[config.mk]
export PLATFORM = sky130hd
export DESIGN_NAME = path_draw_ctrl
export DESIGN_NICKNAME = d
export VERILOG_FILES = /design/src/rtl/path_draw_pkg.sv /design/src/rtl/path_draw_ctrl_line_stepper.sv /design/src/rtl/path_draw_ctrl.sv
export SDC_FILE = /design/constraint.sdc
export NUM_CORES = 2
export LEC_CHECK = 0
export ABC_CLOCK_PERIOD_IN_PS = 8400
export BUFFER_PORTS_ARGS = -buffer_cell sky130_fd_sc_hd__buf_2
export CAP_MARGIN = 5
export CORE_AREA = 2 2 569 571
export CTS_CLUSTER_SIZE = 8
export DETAILED_ROUTE_END_ITERATION = 8
export DIE_AREA = 0 0 571 573
export GPL_ROUTABILITY_DRIVEN = 0
export PLACE_DENSITY = 0.33
export SKIP_LAST_GASP = 1
export SLEW_MARGIN = 20
export SYNTH_ARGS = -nofsm -noshare
export SYNTH_HDL_FRONTEND = slang
export SYNTH_SLANG_ARGS = --single-unit
[constraint.sdc]
create_clock -name clk -period 8.4 [get_ports clk]
set_input_delay 1.68 -clock clk [delete_from_list [all_inputs] [get_ports clk]]
set_output_delay 1.68 -clock clk [all_outputs]
set_load 0.03 [all_outputs]
[src/rtl/path_draw_pkg.sv]
// +----------------------------------------------------------------------+
// | path_draw_pkg: shared state encoding, types and colour defaults       |
// | Revision: 1.0                                                        |
// +----------------------------------------------------------------------+
`default_nettype none

package path_draw_pkg;

  localparam int PD_COORD_W = 8;
  localparam int PD_COLOR_W = 16;

  typedef enum logic [2:0] {
    IDLE  = 3'd0,
    CLEAR = 3'd1,
    LOAD  = 3'd2,
    SETUP = 3'd3,
    STEP  = 3'd4,
    DONE  = 3'd5
  } state_t;

  typedef logic [PD_COORD_W-1:0]        coord_t;
  typedef logic signed [PD_COORD_W+1:0] err_t;

  localparam logic [PD_COLOR_W-1:0] c_line_color = 16'hFFFF;
  localparam logic [PD_COLOR_W-1:0] c_bg_color   = 16'h0000;

  // Number of edges drawn for a given point count and loop mode.
  function automatic int nseg(input int npts, input int close_loop);
    return (close_loop != 0) ? npts : npts - 1;
  endfunction

endpackage

`default_nettype wire

[src/rtl/path_draw_ctrl_line_stepper.sv]
// +----------------------------------------------------------------------+
// | line_stepper: integer Bresenham stepper for one edge                 |
// | Revision: 1.0                                                        |
// +----------------------------------------------------------------------+
`default_nettype none

module line_stepper
  import path_draw_pkg::*;
#(
  parameter int COORD_W = 8
) (
  input  logic               clk,
  input  logic               rst,
  input  logic               load,
  input  logic               setup,
  input  logic               advance,
  input  logic [COORD_W-1:0] x0,
  input  logic [COORD_W-1:0] y0,
  input  logic [COORD_W-1:0] x1,
  input  logic [COORD_W-1:0] y1,
  output logic [COORD_W-1:0] cx,
  output logic [COORD_W-1:0] cy,
  output logic               last
);

  localparam int EW = COORD_W + 2;
  localparam logic [COORD_W-1:0] c_one = COORD_W'(1);

  logic [COORD_W-1:0]   r_cx, r_cy, r_x1, r_y1;
  logic signed [EW-1:0] r_dx, r_dy, r_err;
  logic                 r_sx_neg, r_sy_neg;

  logic [COORD_W-1:0]   w_adx, w_ady, w_cx_next, w_cy_next;
  logic signed [EW-1:0] w_err_next;
  logic signed [EW:0]   w_e2, w_dx_ext, w_dy_ext;

  // During SETUP the current position still holds the start point.
  assign w_adx = (r_x1 >= r_cx) ? (r_x1 - r_cx) : (r_cx - r_x1);
  assign w_ady = (r_y1 >= r_cy) ? (r_y1 - r_cy) : (r_cy - r_y1);

  assign last = (r_cx == r_x1) && (r_cy == r_y1);
  assign cx   = r_cx;
  assign cy   = r_cy;

  always_comb begin
    w_e2       = {r_err, 1'b0};
    w_dx_ext   = {r_dx[EW-1], r_dx};
    w_dy_ext   = {r_dy[EW-1], r_dy};
    w_err_next = r_err;
    w_cx_next  = r_cx;
    w_cy_next  = r_cy;
    // Both tests use the pre-update error term.
    if (w_e2 >= w_dy_ext) begin
      w_err_next = w_err_next + r_dy;
      w_cx_next  = r_sx_neg ? (r_cx - c_one) : (r_cx + c_one);
    end
    if (w_e2 <= w_dx_ext) begin
      w_err_next = w_err_next + r_dx;
      w_cy_next  = r_sy_neg ? (r_cy - c_one) : (r_cy + c_one);
    end
  end

  always_ff @(posedge clk) begin
    if (!rst) begin
      r_cx     <= '0;
      r_cy     <= '0;
      r_x1     <= '0;
      r_y1     <= '0;
      r_dx     <= '0;
      r_dy     <= '0;
      r_err    <= '0;
      r_sx_neg <= 1'b0;
      r_sy_neg <= 1'b0;
    end else if (load) begin
      r_cx <= x0;
      r_cy <= y0;
      r_x1 <= x1;
      r_y1 <= y1;
    end else if (setup) begin
      r_dx     <= {2'b00, w_adx};
      r_dy     <= '0 - {2'b00, w_ady};
      r_err    <= {2'b00, w_adx} - {2'b00, w_ady};
      r_sx_neg <= (r_x1 < r_cx);
      r_sy_neg <= (r_y1 < r_cy);
    end else if (advance && !last) begin
      r_err <= w_err_next;
      r_cx  <= w_cx_next;
      r_cy  <= w_cy_next;
    end
  end

endmodule

`default_nettype wire

[src/rtl/path_draw_ctrl.sv]
// +----------------------------------------------------------------------+
// | path_draw_ctrl: walks the tour and streams Bresenham edge pixels.    |
// | Optional PATH_DRAW_CLEAR_EN adds a raster clear pass before drawing. |
// | Revision: 1.0                                                        |
// +----------------------------------------------------------------------+
`default_nettype none

module path_draw_ctrl
  import path_draw_pkg::*;
#(
  parameter int                  NPTS       = 64,
  parameter int                  COORD_W    = 8,
  parameter int                  COLOR_W    = 16,
  parameter logic [COLOR_W-1:0]  LINE_COLOR = c_line_color,
  parameter logic [COLOR_W-1:0]  BG_COLOR   = c_bg_color,
  parameter int                  CLOSE_LOOP = 1,
  localparam int                 IDX_W      = (NPTS > 1) ? $clog2(NPTS) : 1
) (
  input  logic                          clk,
  input  logic                          rst,
  input  logic                          start,
  input  logic [NPTS-1:0][COORD_W-1:0]  xs,
  input  logic [NPTS-1:0][COORD_W-1:0]  ys,
  input  logic [NPTS-1:0][IDX_W-1:0]    path,
  output logic                          busy,
  output logic                          done,
  output logic                          pix_valid,
  input  logic                          pix_ready,
  output logic [COORD_W-1:0]            pix_x,
  output logic [COORD_W-1:0]            pix_y,
  output logic [COLOR_W-1:0]            pix_color
);

  localparam int   NSEG     = nseg(NPTS, CLOSE_LOOP);
  localparam logic c_no_seg = (NSEG == 0);

  state_t             r_state, w_state_next;
  logic [IDX_W-1:0]   r_seg, w_idx_a, w_idx_b;
  logic               w_accept, w_last, w_seg_more;
  logic [COORD_W-1:0] w_cx, w_cy;

  assign w_accept   = pix_valid && pix_ready;
  assign w_seg_more = (int'(r_seg) + 1) < NSEG;
  assign w_idx_a    = path[r_seg];
  assign w_idx_b    = ((int'(r_seg) + 1) >= NPTS) ? path[0] : path[r_seg + IDX_W'(1)];

`ifdef PATH_DRAW_CLEAR_EN
  logic [2*COORD_W-1:0] r_clr;
  logic                 w_clr_last;

  assign w_clr_last = &r_clr;

  // Wraps back to zero after the last raster pixel, ready for the next draw.
  always_ff @(posedge clk) begin
    if (!rst) begin
      r_clr <= '0;
    end else if ((r_state == CLEAR) && w_accept) begin
      r_clr <= r_clr + 1'b1;
    end
  end
`endif

  always_ff @(posedge clk) begin
    if (!rst) begin
      r_state <= IDLE;
    end else begin
      r_state <= w_state_next;
    end
  end

  always_ff @(posedge clk) begin
    if (!rst) begin
      r_seg <= '0;
    end else if (r_state == IDLE) begin
      r_seg <= '0;
    end else if ((r_state == STEP) && w_accept && w_last && w_seg_more) begin
      r_seg <= r_seg + IDX_W'(1);
    end
  end

  always_comb begin
    w_state_next = r_state;
    case (r_state)
      IDLE: begin
        if (start) begin
`ifdef PATH_DRAW_CLEAR_EN
          w_state_next = CLEAR;
`else
          w_state_next = c_no_seg ? DONE : LOAD;
`endif
        end
      end
`ifdef PATH_DRAW_CLEAR_EN
      CLEAR: begin
        if (w_accept && w_clr_last) begin
          w_state_next = c_no_seg ? DONE : LOAD;
        end
      end
`endif
      LOAD:  w_state_next = SETUP;
      SETUP: w_state_next = STEP;
      STEP: begin
        if (w_accept && w_last) begin
          w_state_next = w_seg_more ? LOAD : DONE;
        end
      end
      DONE:    w_state_next = IDLE;
      default: w_state_next = IDLE;
    endcase
  end

  always_comb begin
    busy      = (r_state != IDLE);
    done      = (r_state == DONE);
    pix_valid = (r_state == STEP);
    pix_x     = w_cx;
    pix_y     = w_cy;
    pix_color = (r_state == STEP) ? LINE_COLOR : '0;
`ifdef PATH_DRAW_CLEAR_EN
    if (r_state == CLEAR) begin
      pix_valid = 1'b1;
      pix_x     = r_clr[COORD_W-1:0];
      pix_y     = r_clr[2*COORD_W-1:COORD_W];
      pix_color = BG_COLOR;
    end
`endif
  end

  line_stepper #(
    .COORD_W (COORD_W)
  ) u_stepper (
    .clk     (clk),
    .rst     (rst),
    .load    (r_state == LOAD),
    .setup   (r_state == SETUP),
    .advance ((r_state == STEP) && w_accept),
    .x0      (xs[w_idx_a]),
    .y0      (ys[w_idx_a]),
    .x1      (xs[w_idx_b]),
    .y1      (ys[w_idx_b]),
    .cx      (w_cx),
    .cy      (w_cy),
    .last    (w_last)
  );

endmodule

`default_nettype wire

==> out/metrics.cfg <==
[outcome]
status = complete, but fails checks
violations = antenna rules

[sta]
drv_slew = 0
grt_setup_unrepaired = no
tightest_slew_ps = 1320
fmax_mhz = 139
holdWs_ps = 497
min_period_ps = 7210
relSlewSlack_pct = 11.9
final.period_utilization_pct = 85.8
setup_violations = 0
finClkSkew_ps = 29.9
finalHoldViolations = 0

[logic_synthesis]
ys.flop_type = dfxtp_1
syn_area_um2 = 32400
synth_cells = 4587
seq_area_frac_synth_pct = 4.32
synth.largest_area_cell = mux4_2
syn_nets = 6095
avgSynthCellArea_um2 = 7.07
synth_async_sr_flop_share_pct = 0
yosysTopAreaCellShare_pct = 15.9
synth-seq-cells = 70
synth.distinct_cells = 91
synthTopCellsByArea = mux4_2 (16%), mux2i_1 (16%), nand2_1 (15%)
yosys_warnings = 0
synth_edf_count = 0

[clocking]
cts_made_buffers = 9
ctsHoldBuffers = 0
root_buffer = clkbuf_16
cts_max_path_buffers = 2
path_clk_slew_ps = 80
post_cts_buffers = 0
clkSinkCount = 70
cts_resized = 0
cts_tree = built
htreeDepth = 3
clk_latency_ps = 430

[power]
leakage_uw = 0.0196
seqPwrFrac_pct = 10.2
comb_power_share_pct = 78.6
irDropWorstVdd_uv = 123
p_sw_uw = 2340
p_int_uw = 1810
power_density_nw_per_um2 = 91.6
p_total_uw = 4160
clockPowerShare_pct = 11.2
swShare_pct = 56.4

[worst_setup_path]
ff2ff_setup_slack_ps = 1190
required_ps = 8700
start_kind = flop
criticalPathCategory = reg -> reg
cp_top_family = compound AO/OA/AOI/OAI gates
arrival_ps = 7500
crit_path_end_kind = flop
critPathBufInv = 3
crit_path_frequent_cell = buf_4
slowest_delay_ps = 910
rr_worst_depth = 14
crit_cells = 14
worstPathCellList = ha_4 > buf_4 > mux4_2 > mux2_2 > o22ai_1 > o41ai_2 > or4_4 > buf_4 > and3_1 > a311oi_1 > a32oi_1 > a41oi_1 > buf_4 > nor4_1
crit_path_top_delay_cell = dfxtp_4
startpoint = r_seg[0]$_SDFFE_PP0P_
cp_max_fo = 55
reg2reg_from = r_seg[0]$_SDFFE_PP0P_

[finish]
final_nets = 7276
layout-drive-gt1-share_pct = 34.9
area_growth_pct = 39.9
fin_util_pct = 14.2
layout_common_cells = buf_2 (1,446), nand2_1 (1,262), mux2i_1 (501)
layout_commonest_cell = buf_2
fillCellCount = 37200

[global_routing]
grt_max_degree = 106
grt_pass1_wl_um = 451000
grtUsageTotal_pct = 20.7
first_global_vias = 44400
grt_antenna_before_repair = 317
grt_overflow = 0

[hold_path]
hold_depth = 2
hp-class = reg -> reg
hp-start = u_stepper.r_dy[5]$_SDFFE_PN0P_

[floorplan]
die_h_um = 573
fp-row-count = 208
pin_count = 1447
dieArea_um2 = 327000
die_w_um = 571
initial_core_util_pct = 10.1
core_region_area_um2 = 320000

[detailed_routing]
avgRoutedWirePerCell_um = 34.7
drt-pass1-iter-count = 6
vias_per_cell = 4.50
detail_route.iter0.violations = 4823
vias = 46100
finalWirelength_um = 355000
drc = 0
ant_nets = 2

[run]
max-cap-violations = 0

[placed_design]
hpwlAfterDp_um = 303000
port-buffer-count = 1446

==> cell usage after synthesis, drive strengths merged, types with 11 or more instances <==
master / number
nor3: 44
o32a: 13
nand2b: 14
mux2: 51
o21ai: 73
a211oi: 21
a32oi: 60
mux4: 229
inv: 84
xnor2: 39
a31oi: 97
nor2b: 19
nand2: 1270
clkbuf: 125
a221o: 13
o22ai: 15
nor2: 115
o21bai: 13
nand3: 446
nand4: 22
a21o: 40
mux2i: 503
xor2: 18
a21boi: 13
a311o: 11
a22oi: 30
nor4: 21
and2: 13
buf: 332
dfxtp: 70
o211ai: 61
a311oi: 63
ha: 87
a41oi: 19
and3: 177
a21oi: 218
==> power groups by stage <==
stage | combinational [µW] | clock [µW] | sequential [µW]
final | 3270 | 465 | 424
after CTS | 3280 | 488 | 423
after detailed placement | 3260 | 0 | 431
after global placement | 3250 | 0 | 430
after floorplan | 1710 | 0 | 418
after global routing | 3510 | 494 | 427
==> registers in the layout, summed over array words and instances, names as in the netlist <==
register and flops:
r_seg 6, r_state 3, u_stepper.cx 8, u_stepper.cy 8, u_stepper.r_dx 8, u_stepper.r_dy 9, u_stepper.r_err 10, u_stepper.r_sx_neg 1
u_stepper.r_sy_neg 1, u_stepper.r_x1 8, u_stepper.r_y1 8
==> final cells by class <==
type	count	area, µm²	area share, %
diodes	159	398	0.877
clock buffers	10	239	0.527
clock inverters	6	68.8	0.152
inverters	86	323	0.711
multi-input cells	3974	28600	63.0
flip-flops and latches	70	1410	3.12
well taps	4305	5390	11.9
repair buffers	1627	8960	19.8
==> final timing paths <==
kind	endpoint
worst max-delay path	u_stepper.r_y1[5]$_SDFFE_PN0P_
worst min-delay path	u_stepper.r_dy[5]$_SDFFE_PN0P_
worst max register to register	u_stepper.r_y1[5]$_SDFFE_PN0P_
worst min register to register	u_stepper.r_dy[5]$_SDFFE_PN0P_
==> metrics by stage <==
| stage | std cells | setup TNS (ps) | worst slack (ps) | instance area [µm²] |
|---|---|---|---|---|
| finish | 10200 | 0 | 1190 | 45400 |
| global route | 10100 | 0 | 1060 | 45200 |
| floorplan | 4587 | 0 | 3780 | 32400 |
| CTS | 10100 | 0 | 1190 | 45000 |
| detailed placement | 10100 | 0 | 756 | 44700 |
| global placement | 10100 | -331 | -331 | 44600 |
==> metal layers <==
metal	vias up	track usage [%]	share of wire, %
li1	19600	-	-
met1	23100	26.8	43
met2	2645	32.8	44
met3	591	6.11	8.9
met4	152	5.89	3.5
met5	-	0	0.27
==> worst register-to-register path, delay by kind of cell (launching register included) <==
family                     cells  cell delay, ps
AOI/OAI and AO/OA              5            2020
buffers and inverters          3            1380
and+or+nand+nor                3            1220
DFF                            1             910
muxes                          2             820
adders and majority gates      1             770
==> cell families (layout without fill, tap and decap cells) <==
logic type	Yosys count	after routing	share of synthesized area (%)
xor+xnor	57	57	1.56
compound gates	856	856	18.4
mux	783	783	33.2
buf+inv	543	1729	8.82
other cells	0	159	0
simple gates	2182	2182	29.8
flops	70	70	4.32
fa+ha+maj	96	96	3.91
Power figures use the tool's default switching activity.
